<file path="src/rtl/arp_rx.sv">
// ARP receive parser: checks preamble/SFD, Ethernet header and ARP payload on the
// GMII receive path and reports the sender of ARP requests/replies aimed at this board.
module arp_rx #(
  parameter logic [47:0] BOARD_MAC = 48'h00_11_22_33_44_55,
  parameter logic [31:0] BOARD_IP  = {8'd192, 8'd168, 8'd1, 8'd10}
) (
  input  logic        clk,
  input  logic        rst_n,
  input  logic        gmii_rx_dv,
  input  logic [7:0]  gmii_rxd,
  output logic        arp_rx_done,
  output logic        arp_rx_type,
  output logic [47:0] src_mac,
  output logic [31:0] src_ip
);

  localparam int unsigned CNT_W = 5;

  typedef enum logic [4:0] {
    st_idle     = 5'b00001,
    st_preamble = 5'b00010,
    st_eth_head = 5'b00100,
    st_arp_data = 5'b01000,
    st_rx_end   = 5'b10000
  } state_t;

  state_t             r_state;
  logic [CNT_W-1:0]   r_cnt;
  logic [39:0]        r_dmac;
  logic [7:0]         r_etype_hi;
  logic [15:0]        r_op;
  logic [47:0]        r_smac;
  logic [31:0]        r_sip;
  logic [23:0]        r_tip;
  logic               r_accept;
  logic               r_op_reply;

  logic [47:0]        w_dmac_full;
  logic [31:0]        w_tip_full;
  logic [CNT_W-1:0]   w_cnt_inc;

  assign w_dmac_full = {r_dmac, gmii_rxd};
  assign w_tip_full  = {r_tip, gmii_rxd};
  assign w_cnt_inc   = r_cnt + CNT_W'(1);

  // Parser FSM; the accept decision is registered and published one edge after byte 27.
  always_ff @(posedge clk or negedge rst_n) begin
    if (!rst_n) begin
      r_state     <= st_idle;
      r_cnt       <= '0;
      r_dmac      <= '0;
      r_etype_hi  <= '0;
      r_op        <= '0;
      r_smac      <= '0;
      r_sip       <= '0;
      r_tip       <= '0;
      r_accept    <= 1'b0;
      r_op_reply  <= 1'b0;
      arp_rx_done <= 1'b0;
      arp_rx_type <= 1'b0;
      src_mac     <= '0;
      src_ip      <= '0;
    end else begin
      arp_rx_done <= 1'b0;
      if (r_accept) begin
        r_accept    <= 1'b0;
        arp_rx_done <= 1'b1;
        arp_rx_type <= r_op_reply;
        src_mac     <= r_smac;
        src_ip      <= r_sip;
      end

      unique case (r_state)
        st_idle: begin
          if (gmii_rx_dv) begin
            if (gmii_rxd == 8'h55) begin
              r_state <= st_preamble;
              r_cnt   <= CNT_W'(1);
            end else begin
              r_state <= st_rx_end;
              r_cnt   <= '0;
            end
          end
        end

        st_preamble: begin
          if (!gmii_rx_dv) begin
            r_state <= st_idle;
            r_cnt   <= '0;
          end else if (gmii_rxd == 8'h55 && r_cnt < CNT_W'(7)) begin
            r_cnt <= w_cnt_inc;
          end else if (gmii_rxd == 8'hd5 && r_cnt == CNT_W'(7)) begin
            r_state <= st_eth_head;
            r_cnt   <= '0;
          end else begin
            r_state <= st_rx_end;
            r_cnt   <= '0;
          end
        end

        st_eth_head: begin
          if (!gmii_rx_dv) begin
            r_state <= st_idle;
            r_cnt   <= '0;
          end else begin
            r_cnt <= w_cnt_inc;
            if (r_cnt < CNT_W'(5)) r_dmac <= {r_dmac[31:0], gmii_rxd};
            if (r_cnt == CNT_W'(12)) r_etype_hi <= gmii_rxd;
            if (r_cnt == CNT_W'(5) && w_dmac_full != BOARD_MAC &&
                w_dmac_full != 48'hff_ff_ff_ff_ff_ff) begin
              r_state <= st_rx_end;
              r_cnt   <= '0;
            end
            if (r_cnt == CNT_W'(13)) begin
              r_state <= ({r_etype_hi, gmii_rxd} == 16'h0806) ? st_arp_data : st_rx_end;
              r_cnt   <= '0;
            end
          end
        end

        st_arp_data: begin
          if (!gmii_rx_dv) begin
            r_state <= st_idle;
            r_cnt   <= '0;
          end else begin
            r_cnt <= w_cnt_inc;
            if (r_cnt == CNT_W'(6)) r_op[15:8] <= gmii_rxd;
            if (r_cnt == CNT_W'(7)) r_op[7:0]  <= gmii_rxd;
            if (r_cnt >= CNT_W'(8) && r_cnt <= CNT_W'(13)) r_smac <= {r_smac[39:0], gmii_rxd};
            if (r_cnt >= CNT_W'(14) && r_cnt <= CNT_W'(17)) r_sip <= {r_sip[23:0], gmii_rxd};
            if (r_cnt >= CNT_W'(24) && r_cnt <= CNT_W'(26)) r_tip <= {r_tip[15:0], gmii_rxd};
            if (r_cnt == CNT_W'(27)) begin
              r_state    <= st_rx_end;
              r_cnt      <= '0;
              r_op_reply <= (r_op == 16'h0002);
              r_accept   <= (w_tip_full == BOARD_IP) &&
                            (r_op == 16'h0001 || r_op == 16'h0002);
            end
          end
        end

        st_rx_end: begin
          if (!gmii_rx_dv) r_state <= st_idle;
        end

        default: begin
          r_state <= st_idle;
          r_cnt   <= '0;
        end
      endcase
    end
  end

endmodule

</file>
<file path="config.mk">
export PLATFORM = sky130hd
export DESIGN_NAME = arp_rx
export DESIGN_NICKNAME = d
export VERILOG_FILES = /design/src/rtl/arp_rx.sv
export SDC_FILE = /design/constraint.sdc
export NUM_CORES = 1
export LEC_CHECK = 0
export ABC_AREA = 0
export CORE_MARGIN = 4
export CORE_UTILIZATION = 52
export CTS_CLUSTER_SIZE = 30
export DETAILED_ROUTE_END_ITERATION = 10
export GPL_ROUTABILITY_DRIVEN = 1
export PLACE_DENSITY = 0.84
export SYNTH_ARGS = -nofsm -noshare
export SYNTH_HDL_FRONTEND = slang
export SYNTH_SLANG_ARGS = --single-unit
</file>
<file path="constraint.sdc">
create_clock -name clk -period 2.1 [get_ports clk]
set_input_delay 0.21 -clock clk [delete_from_list [all_inputs] [get_ports clk]]
set_output_delay 0.21 -clock clk [all_outputs]
set_load 0.02 [all_outputs]
</file>
# --- Word-level counts from Yosys, hierarchy flattened ---
# Cells that the tools add are included.
word_totals:
  ff_bits: 262
  input_bits: 11
op_classes:
  add_sub_neg: 1
  order_cmp: 8
  eq_ne: 24
  muxes: 27
  bitwise: 1
  reduce_logical: 19
ops:
  columns: ["op", "n"]
  rows:
  - ["$mux W5", 20]
  - ["$pmux W5 S5", 2]
  - ["$ne A48 B37 Y1 const B", 1]
  - ["$ne A48 B48 Y1 const B", 1]
  - ["$eq A32 B32 Y1 const B", 1]
  - ["$reduce_and A3 Y1", 8]
  - ["$eq A5 B3 Y1 const B", 4]
  - ["$eq A16 B1 Y1 const B", 1]
  - ["$eq A16 B12 Y1 const B", 1]
  - ["$eq A16 B2 Y1 const B", 1]
  - ["$eq A5 B4 Y1 const B", 3]
  - ["$eq A5 B5 Y1 const B", 2]
  - ["$ge A5 B4 Y1 const B", 2]
  - ["$le A5 B5 Y1 const B", 2]
  - ["$lt A5 B3 Y1 const B", 2]
  - ["$eq A8 B7 Y1 const B", 1]
  - ["$eq A8 B8 Y1 const B", 1]
  - ["$logic_and A1 B1 Y1", 8]
  - ["$ne A3 B3 Y1 const B", 2]
  - ["$add A5 B1 Y5 const B", 1]
  - ["$eq A5 B1 Y1 const B", 1]
  - ["$eq A5 B2 Y1 const B", 1]
  - ["$ge A5 B5 Y1 const B", 1]
  - ["$le A5 B4 Y1 const B", 1]
  - ["7 further kinds", 12]

# --- Logic depth before layout (Yosys ltp) ---
# Gate-level depths: netlist of the first run.
depth:
  ltp_word: 7
  depth_mapped: 8

# --- Least setup slack after synthesis of the first run ---
# OpenSTA, ideal clock, no wires.
synth_timing:
  path_kind: "flip-flop to flip-flop"
  from: "register r_cnt[1]"
  to: "register r_smac[0]"
  setup_ns: 0.125
  t_arrival_ns: 1.846
  t_required_ns: 1.975
  setup_slack_ns: 0.129
  stages_incl_launch_ff: 8
  n_path_buf: 2
  period_less_slack_ns: 1.971
  cell_sequence: "dfrtp_1 -> inv_1 -> ha_1 -> nor2_1 -> nor4b_2 -> buf_4 -> buf_4 -> mux2_2"
synth_between:
  elab_chain_cells: 3
synth_lines:
  columns: ["element", "line", "rtl"]
  rows:
  - ["start: declaration", "28", "logic [CNT_W-1:0] r_cnt;"]
  - ["start signal: assignment", "91", "r_cnt <= w_cnt_inc;"]
  - ["start signal: assignment", "106", "r_cnt <= w_cnt_inc;"]
  - ["start signal: assignment", "126", "r_cnt <= w_cnt_inc;"]
  - ["$ge A5 B4 Y1 or $le A5 B4 Y1 (tied branches)", "129", "if (r_cnt >= CNT_W'(8) && r_cnt <= CNT_W'(13)) r_smac <= {r_smac[39:0], gmii_rxd};"]
  - ["$logic_and A1 B1 Y1 (*)", "129", null]
  - ["$reduce_and A3 Y1 (no source line) (*)", null, null]
  - ["end signal: assignment", "129", null]
  - ["end: declaration", "32", "logic [47:0] r_smac;"]
# Every way passes the cells marked *; elsewhere a longest branch is shown, timed or not.
# A chain may end at the register's enable or synchronous reset.

# --- Worst setup path in the final report of the first run ---
layout_timing:
  from: "register r_cnt[1]"
  to: "register r_smac[19]"
# The elaborated chain is that of the path after synthesis.

==> results of run 1 <==
==> registers in the layout (all words and copies together) (netlist names) <==
register / flops
arp_rx_type: 1
src_mac: 48
r_sip: 32
r_accept: 1
arp_rx_done: 1
r_etype_hi: 8
r_dmac: 40
src_ip: 32
r_state: 5
r_tip: 24
r_op_reply: 1
r_cnt: 5
r_op: 16
r_smac: 48
==> area by class of cell <==
| class | instances | area [um2] | share of cell area [%] |
|---|---|---|---|
| Sequential cell | 262 | 6560 | 50.4 |
| Multi-Input combinational cell | 391 | 3760 | 28.8 |
| Timing Repair Buffer | 142 | 1450 | 11.1 |
| Clock buffer | 35 | 756 | 5.80 |
| Tap cell | 265 | 332 | 2.54 |
| Clock inverter | 12 | 156 | 1.20 |
| Inverter | 5 | 18.8 | 0.144 |
==> cell families after synthesis <==
kind of cell	after synthesis	synth area share, %
AND/OR/NAND/NOR	109	6.41
buffers and inverters	40	1.78
adder cells (fa/ha/maj)	4	0.477
XOR/XNOR	2	0.167
multiplexers	250	26.8
AO/OA/AOI/OAI	26	1.79
flip-flops	262	62.5
==> worst min-delay path by stage <==
stage | end | slack (ns) | cells past startpoint
global route | r_op[6] | 0.30 | 2
global placement | src_mac[9] | 0.20 | 1
CTS | r_smac[16] | 0.26 | 2
finish | r_op_reply | 0.25 | 2
detailed placement | src_mac[9] | 0.22 | 1
floorplan | arp_rx_done | -0.09 | 0
==> Yosys cell counts, types with 4 or more instances <==
cell,count
sky130_fd_sc_hd__mux2_2,248
sky130_fd_sc_hd__dfrtp_1,261
sky130_fd_sc_hd__inv_1,5
sky130_fd_sc_hd__nand3_1,9
sky130_fd_sc_hd__a21oi_1,6
sky130_fd_sc_hd__nand4_1,16
sky130_fd_sc_hd__nor4_1,19
sky130_fd_sc_hd__nand2_1,15
sky130_fd_sc_hd__nor2b_1,5
sky130_fd_sc_hd__buf_2,19
sky130_fd_sc_hd__nor2_1,11
sky130_fd_sc_hd__nor3_1,5
sky130_fd_sc_hd__ha_1,4
sky130_fd_sc_hd__clkbuf_1,12
sky130_fd_sc_hd__o21ai_0,7
sky130_fd_sc_hd__o22ai_1,4
==> routing by layer <==
metal / vias up / wire length, um
li1: 2793 / -
met1: 3239 / 9270
met2: 169 / 11100
met3: 44 / 991
met4: 0 / 505
met5: - / 0
==> what timing repair did <==
action                                  CTS  global route
resized for setup                         0             6
endpoints found under the hold margin    62             0
hold buffers                              1             0
endpoints found under the setup margin    0            51
buffers inserted                          0             2
==> power by group <==
part | switching [mW] | total [mW] | internal, mW
Clock | 1.93 | 4.84 | 2.91
Combinational | 0.220 | 0.348 | 0.128
Sequential | 0.0261 | 5.10 | 5.07
==> through the flow <==
stage / hold slack [ns] / cell area (um2) / setup WS [ns] / setup TNS, ns / utilization, %
detailed placement: 0.215 / 12100 / -0.149 / -2.07 / 61.4
CTS: 0.263 / 13000 / 0.0185 / 0 / 66.1
finish: 0.254 / 13000 / 0.0549 / 0 / 66.3
global placement: 0.204 / 12100 / -0.0613 / -1.27 / 61.4
global route: 0.298 / 13000 / 0.00486 / 0 / 66.3
floorplan: -0.0856 / 10500 / 0.129 / 0 / -
==> results.md, run 1 <==
Setup path:
- The kind of cell with the highest combined delay on the critical path is buffers and inverters.
- Counting both buffers and inverters, the worst setup path holds a total of 3.
- In this run the critical register-to-register path is captured at r_smac[19].
- The worst setup slack for register-to-register paths is roughly 0.055 ns.
- The end point of the critical path is r_smac[19].
- The kind of start point of the critical path is a flip-flop.
- The signal on the critical path passes through inv_1, ha_2, nor2_1, nor4b_4, buf_4, clkbuf_16, mux2_2.
- The cell count along the critical path is 7.
- The kind of end point of the critical path is a flip-flop.
- In this run the worst path has a maximum fanout of 24.
- The setup path with the least slack is of type flip-flop to flip-flop.
- The critical path's largest stage delay is roughly 0.45 ns.
- Data on the critical path is required at its endpoint by 2.49 ns.
- STA puts the critical path data arrival time at 2.44 ns.
- The worst register-to-register path begins at r_cnt[1].
- The critical path starts at r_cnt[1].
- The logic depth of the worst register-to-register path is 7.
- The largest individual stage delay along the critical path comes from the cell sky130_fd_sc_hd__dfrtp_2.

Cells and area:
- The library cells used most frequently in the layout, excluding fill and tap cells, are sky130_fd_sc_hd__dfrtp_1, sky130_fd_sc_hd__mux2_2, sky130_fd_sc_hd__clkdlybuf4s50_1.
- The area growth from synthesis to layout is 24.3%.
- Cells with a size suffix above 1 make up 41.8% of the layout.
- The repair_antennas step left the layout with diodes totalling 0.
- The library cell used most frequently in the layout, excluding fill and tap cells, is sky130_fd_sc_hd__dfrtp_1.
- Leaving out filler cells and counting taps, the final layout contains 1112.
- The net count of the finished layout is between 800 and 900.
- The layout filler cell count is around 1.4k.

Global routing:
- For this run, global-route usage on met1 was measured as 26.0%.
- The first global-routing pass estimated 35500 um of wire.
- The via count of the first global-routing pass is 6698.
- The initial antenna violation count is 0.
- Global routing used approximately 20% of the available tracks across all layers.
- The aggregate global routing overflow is 0.
- The pin count of the biggest net entering global routing is 68.
- For met3 alone, demand over resource in global routing was approximately 3.3%.
- The global routing stage identified its most utilized layer as met2.
- The met2 track demand over resource is between 30 and 40%.

Synthesis:
- Counting distinct cell types in the post-synthesis netlist gives 47.
- For this run, the number of Yosys warnings is 0.
- The most common flop cell mapped by yosys is sky130_fd_sc_hd__dfrtp_1.
- The portion of the post-synthesis area used by sequential elements is between 60% and 70%.
- In the synthesized netlist, the number of instances is 693.
- The number of register bits inferred by synthesis is approximately 260.
- The total nets after synthesis is about 710.
- The biggest area consumer among synthesized cells is sky130_fd_sc_hd__dfrtp_1.
- After synthesis, the cell types taking the most area are sky130_fd_sc_hd__dfrtp_1, sky130_fd_sc_hd__mux2_2, sky130_fd_sc_hd__nor4_1.
- The synthesized design contains 0 enable-type register cells.
- For this run, asynchronously set or reset flops after synthesis account for 100%.
- The synthesized area is roughly 10000 um2.
- The share of the synthesized area in the top cell type is between 60 and 70%.
- The mean post-synth cell area is 15.1 um2.

Detailed routing:
- The count of TritonRoute iterations in the first routing pass is 4.
- The final antenna-violating net count is 0.
- The detailed-route vias per instance is between 5 and 6.
- Detailed routing inserted a total of ~6.2k vias.
- The detailed-route wire length per cell is between 15 and 20 um.
- For this block, the initial DRC count from the detailed router was approximately 330.
- The total routed wirelength is about 22000 um.
- The post-detailed-route DRC marker count is 0.

STA:
- The headroom to the max-slew limit is approximately 64%.
- Timing would allow up to a little under 0.5 GHz.
- The post-layout minimum cycle time is around 2.0 ns.
- The final critical path takes up between 90% and 100% of the cycle.
- Setup violations remaining at the end of the flow were counted as 0.
- The max-slew violation count is 0.
- For the final database, setup skew stands at around 0.022 ns.
- At the pin with the least slew margin, the transition time is between 0.5 and 0.6 ns.
- Setup repair after global routing left no endpoint under its margin.
- The number of failing hold endpoints at the final stage is 0.

Placement:
- The weighted congestion reported at the end of routability-driven placement is between 0.9 and 1.
- Once placement completed, the tool counted placed cells totaling about 1.1k.
- In this run the tool buffered the top-level ports with 92 buffer cells.
- The final HPWL from detailed placement is around 15000 um.

Floorplan:
- The region available for standard cell placement spans 19700 um2.
- The number of standard-cell rows in the floorplan is just over 50.
- In this run the horizontal extent of the chip is roughly 150 um.
- The floorplan die height is 150 um.
- Once the floorplan was initialized, standard cells occupied 53.3% of the core.
- The boundary pin count is 93.
- The die covers ~23000 um2.

Clocking:
- The number of levels the H-tree was split into is 1.
- The root buffer cell is sky130_fd_sc_hd__clkbuf_16.
- The clock passes through at most 3 buffers.
- The clock-pin slew reported for the worst setup and hold paths after clock tree synthesis is ~0.07 ns.
- The clock insertion delay at the later pin of the skew report is roughly 0.53 ns.
- TritonCTS built the clock tree.
- The number of buffers added by the clock tree synthesis step is 27.
- The tree built by TritonCTS fans out to around 260 sinks.

Job:
- The tool flagged a number of max-cap violations equal to 0.

Power:
- The analysis attributes to cell leakage a power of between 6 and 7 nW.
- Power spread over the standard cell area amounts to 789 nW/um2.
- Overall power consumption after layout is estimated at slightly above 10 mW.
- The worst supply voltage drop on vdd is 0.643 mV.

Worst hold path:
- In this run the worst hold path is classified as input port to asynchronous set/reset pin.

Outcome:
- The run finished with clean final reports.
Note: power is estimated with default switching activity, not from simulation.
==> run 2, diff against run 1 <==
REMOVE_ABC_BUFFERS = 1   (was unset)
clock period = 1.75 ns   (was 2.1 ns; I/O delays follow)
==> run 2 against run 1 <==
Net effect:
- the flow now finishes with violations (negative setup slack)
- global-route usage grew 1.5 points
- sequential power grew 20%
- largest power group unchanged
- combinational power grew 47%
==> results.md, run 2 (synthesis gave the netlist of run 1 again) <==
Outcome:
- Status: finished with violations (was finished, final reports clean).
- The checks that failed: negative setup slack.

Floorplan:
- The area of the core is 19700 um2 (unchanged).
- The horizontal die dimension is 150 um (unchanged).
- The initial core utilization came to 53.3% (unchanged).
- The boundary pin count is 93 (unchanged).
- The number of standard-cell rows in the floorplan is 51 (unchanged).
- The die outline area is 22500 um2 (unchanged).
- The floorplan die height is 150 um (unchanged).

STA:
- The headroom to the max-slew limit was 62.2% (was 63.8%).
- Unrepaired setup endpoints after global routing: yes (was no).
- The number of failing hold endpoints at the final stage is 0 (unchanged).
- The setup slack of the critical path after layout is -0.220 ns (was 0.0549 ns).
- The final period utilization came to 113% (was 97.4%).
- The max-slew violation count is 0 (unchanged).
- The worst hold margin was 0.187 ns (was 0.254 ns).
- The maximum operating frequency was 0.507 GHz (was 0.489 GHz).
- The final-report setup violation count came to 116 (was 0).
- The transition time at the pin with the least slew margin is 0.567 ns (was 0.543 ns).
- The post-layout minimum cycle time is 1.97 ns (was 2.05 ns).
- The setup skew after layout was 0.0121 ns (was 0.0218 ns).

Detailed routing:
- The count of TritonRoute iterations in the first routing pass is 5 (was 4).
- The detailed-route wire length per cell was 21.1 um (was 19.7 um).
- The total routed wirelength is 24400 um (was 21900 um).
- The post-detailed-route DRC marker count is 0 (unchanged).
- The number of DRC markers in iteration 0 is 414 (was 332).
- The final antenna-violating net count was 0 (unchanged).
- The detailed-route vias per instance is 5.73 (was 5.62).
- The total vias in the final route is 6622 (was 6245).

Power:
- The final total power was 11.9 mW (was 10.3 mW).
- The switching component of the power is 2.51 mW (was 2.17 mW).
- The leakage power total is 6.69 nW (was 6.37 nW).
- The power density over the cells is 873 nW/um2 (was 789 nW/um2).
- The relative contribution of combinational cells to total power is 4.3% (was 3.4%).
- The worst supply voltage drop on vdd is 0.777 mV (was 0.643 mV).
- The cell-internal power was 9.36 mW (was 8.11 mW).
- The net switching share of the total power is 21.2% (was 21.1%).
- The sequential cell fraction of total power is 51.4% (was 49.6%).
- The proportion of power drawn by the clock network is 44.3% (was 47.0%).

Global routing:
- The via count of the first global-routing pass was 7153 (was 6698).
- The pin count of the biggest net entering global routing is 69 (was 68).
- The aggregate global routing overflow is 0 (unchanged).
- The global-route total usage across every layer is 21.0% (was 19.5%).
- The initial antenna violation count is 0 (unchanged).
- The first-pass GRT wire length came to 37800 um (was 35500 um).

Cells and area:
- The area growth from synthesis to layout is 29.7% (was 24.3%).
- Biggest regs: r_smac (48), src_mac (48), r_dmac (40) (unchanged).
- The sequential standard cell area is 6560 um2 (unchanged).
- The layout filler cell count is 1258 (was 1361).
- The antenna diode count is 0 (unchanged).
- The total number of nets in the final design is 888 (was 844).
- Most used cells in the layout excluding fill and tap cells: sky130_fd_sc_hd__dfrtp_1, sky130_fd_sc_hd__mux2_2, sky130_fd_sc_hd__clkdlybuf4s50_1 (unchanged).
- The most common cell after layout, fill and taps aside is sky130_fd_sc_hd__dfrtp_1 (unchanged).
- The area used by multi-input combinational logic came to 3920 um2 (was 3760 um2).
- The fraction of layout instances using a drive strength above 1 was 47.1% (was 41.8%).

Setup path:
- The endpoint required time on the critical path came to 2.14 ns (was 2.49 ns).
- The kind of end point of the critical path is a flip-flop (unchanged).
- The arrival time at the worst endpoint was 2.36 ns (was 2.44 ns).
- The kind of start point of the critical path was a flip-flop (unchanged).
- The largest driver fanout on the critical path is 16 (was 24).
- The critical path class is flip-flop to flip-flop (unchanged).

Clocking:
- The number of clock sinks is 262 (unchanged).
- The root buffer cell was sky130_fd_sc_hd__clkbuf_16 (unchanged).
- The clock-pin slew reported for the worst setup and hold paths after clock tree synthesis was 0.06 ns (was 0.07 ns).
- The maximum clock insertion buffer count was 3 (unchanged).
- The clock insertion delay at the later pin of the skew report is 0.51 ns (was 0.53 ns).
- The number of levels the H-tree was split into was 1 (unchanged).
- The TritonCTS clock tree was yes (unchanged).
- The number of buffers added by the clock tree synthesis step is 26 (was 27).

Job:
- The number of maximum-capacitance constraint violations came to 0 (unchanged).

Placement:
- The count of buffers from port buffering was 92 (unchanged).
- The final HPWL from detailed placement is 14900 um (was 14600 um).
- The weighted congestion reported at the end of routability-driven placement is 0.930 (was 0.924).

Worst hold path:
- The classification of the worst-slack hold path was input port to flip-flop (was input port to asynchronous set/reset pin).
-- run 2: cell count changes in the layout (fill, tap and decap cells not counted), sizes merged --
cell,change
buf,+41
bufinv,-3
clkbuf,+11
clkdlybuf4s50,-3
clkinv,-5
clkinvlp,+1
dlymetal6s2s,+3
inv,-1
-- run 2: cell type report --
type                            instances  area share (%)
Multi-Input combinational cell        391            28.8
Sequential cell                       262            48.3
Timing Repair Buffer                  187            14.3
Clock inverter                          4           0.184
Clock buffer                           42            5.82
Tap cell                              265            2.44
Inverter                                5           0.138
-- run 2: power groups by stage --
stage	clock network [mW]	logic, mW	registers [mW]
5_1_grt	5.62	0.551	6.10
3_3_place_gp	0	0.462	6.20
6_report	5.26	0.511	6.10
3_5_place_dp	0	0.493	6.20
4_1_cts	5.34	0.502	6.10
2_1_floorplan	0	0.144	6.22
-- run 2: worst paths after layout --
path	startpoint	endpoint	slack, ns	cells after the start
worst max-delay path	r_cnt[0]	r_sip[22]	-0.22	8
worst min-delay path	gmii_rxd[2]	r_smac[2]	0.19	2
worst max register to register	r_cnt[0]	r_sip[22]	-0.22	8
worst min register to register	r_sip[28]	r_sip[28]	0.50	1
max in group asynchronous	rst_n	r_op[14]	0.85	3
min in group asynchronous	rst_n	src_mac[42]	0.22	2
-- run 2: what timing repair did --
| action | in CTS | in global routing |
|---|---|---|
| buffers inserted | 5 | 5 |
| cloned | 3 | 8 |
| hold buffers | 1 | 0 |
| resized for setup | 25 | 31 |
| pin swaps | 4 | 10 |
| hold endpoints to repair | 61 | 0 |
| setup endpoints to repair | 174 | 148 |
-- run 2: per-layer routing --
| layer | share of wire, % | vias up | track usage (%) |
|---|---|---|---|
| li1 | - | 2900 | - |
| met1 | 41 | 3465 | 28.3 |
| met2 | 52 | 199 | 35.0 |
| met3 | 4.9 | 58 | 3.66 |
| met4 | 2.5 | 0 | 6.54 |
| met5 | 0 | - | 0 |
-- run 2: worst max-delay path: stages (launching register included) --
cell,delay (ns)
sky130_fd_sc_hd__dfrtp_2,0.49
sky130_fd_sc_hd__buf_4,0.19
sky130_fd_sc_hd__inv_2,0.07
sky130_fd_sc_hd__a21oi_1,0.08
sky130_fd_sc_hd__nor3_2,0.20
sky130_fd_sc_hd__a21oi_2,0.08
sky130_fd_sc_hd__nor2_4,0.19
sky130_fd_sc_hd__buf_12,0.19
sky130_fd_sc_hd__mux2_2,0.36
-- run 2: per-stage QoR --
step / TNS [ns] / util (%) / cells / cell area (um2) / setup slack [ns]
after CTS: -9.11 / 67.6 / 1143 / 13300 / -0.151
after detailed placement: -55.58 / 62.4 / 1088 / 12300 / -0.499
after global placement: -47.39 / 62.4 / 1088 / 12300 / -0.523
after floorplan: -241.63 / - / 658 / 10300 / -2.38
after global routing: -22.40 / 69.2 / 1156 / 13600 / -0.282
final: -16.06 / 69.2 / 1156 / 13600 / -0.220
==> run 3, diff against run 2 <==
CAP_MARGIN = 20   (was unset)
==> results of run 3 <==
The final DEF is identical to that of run 2; final timing and power are the same.
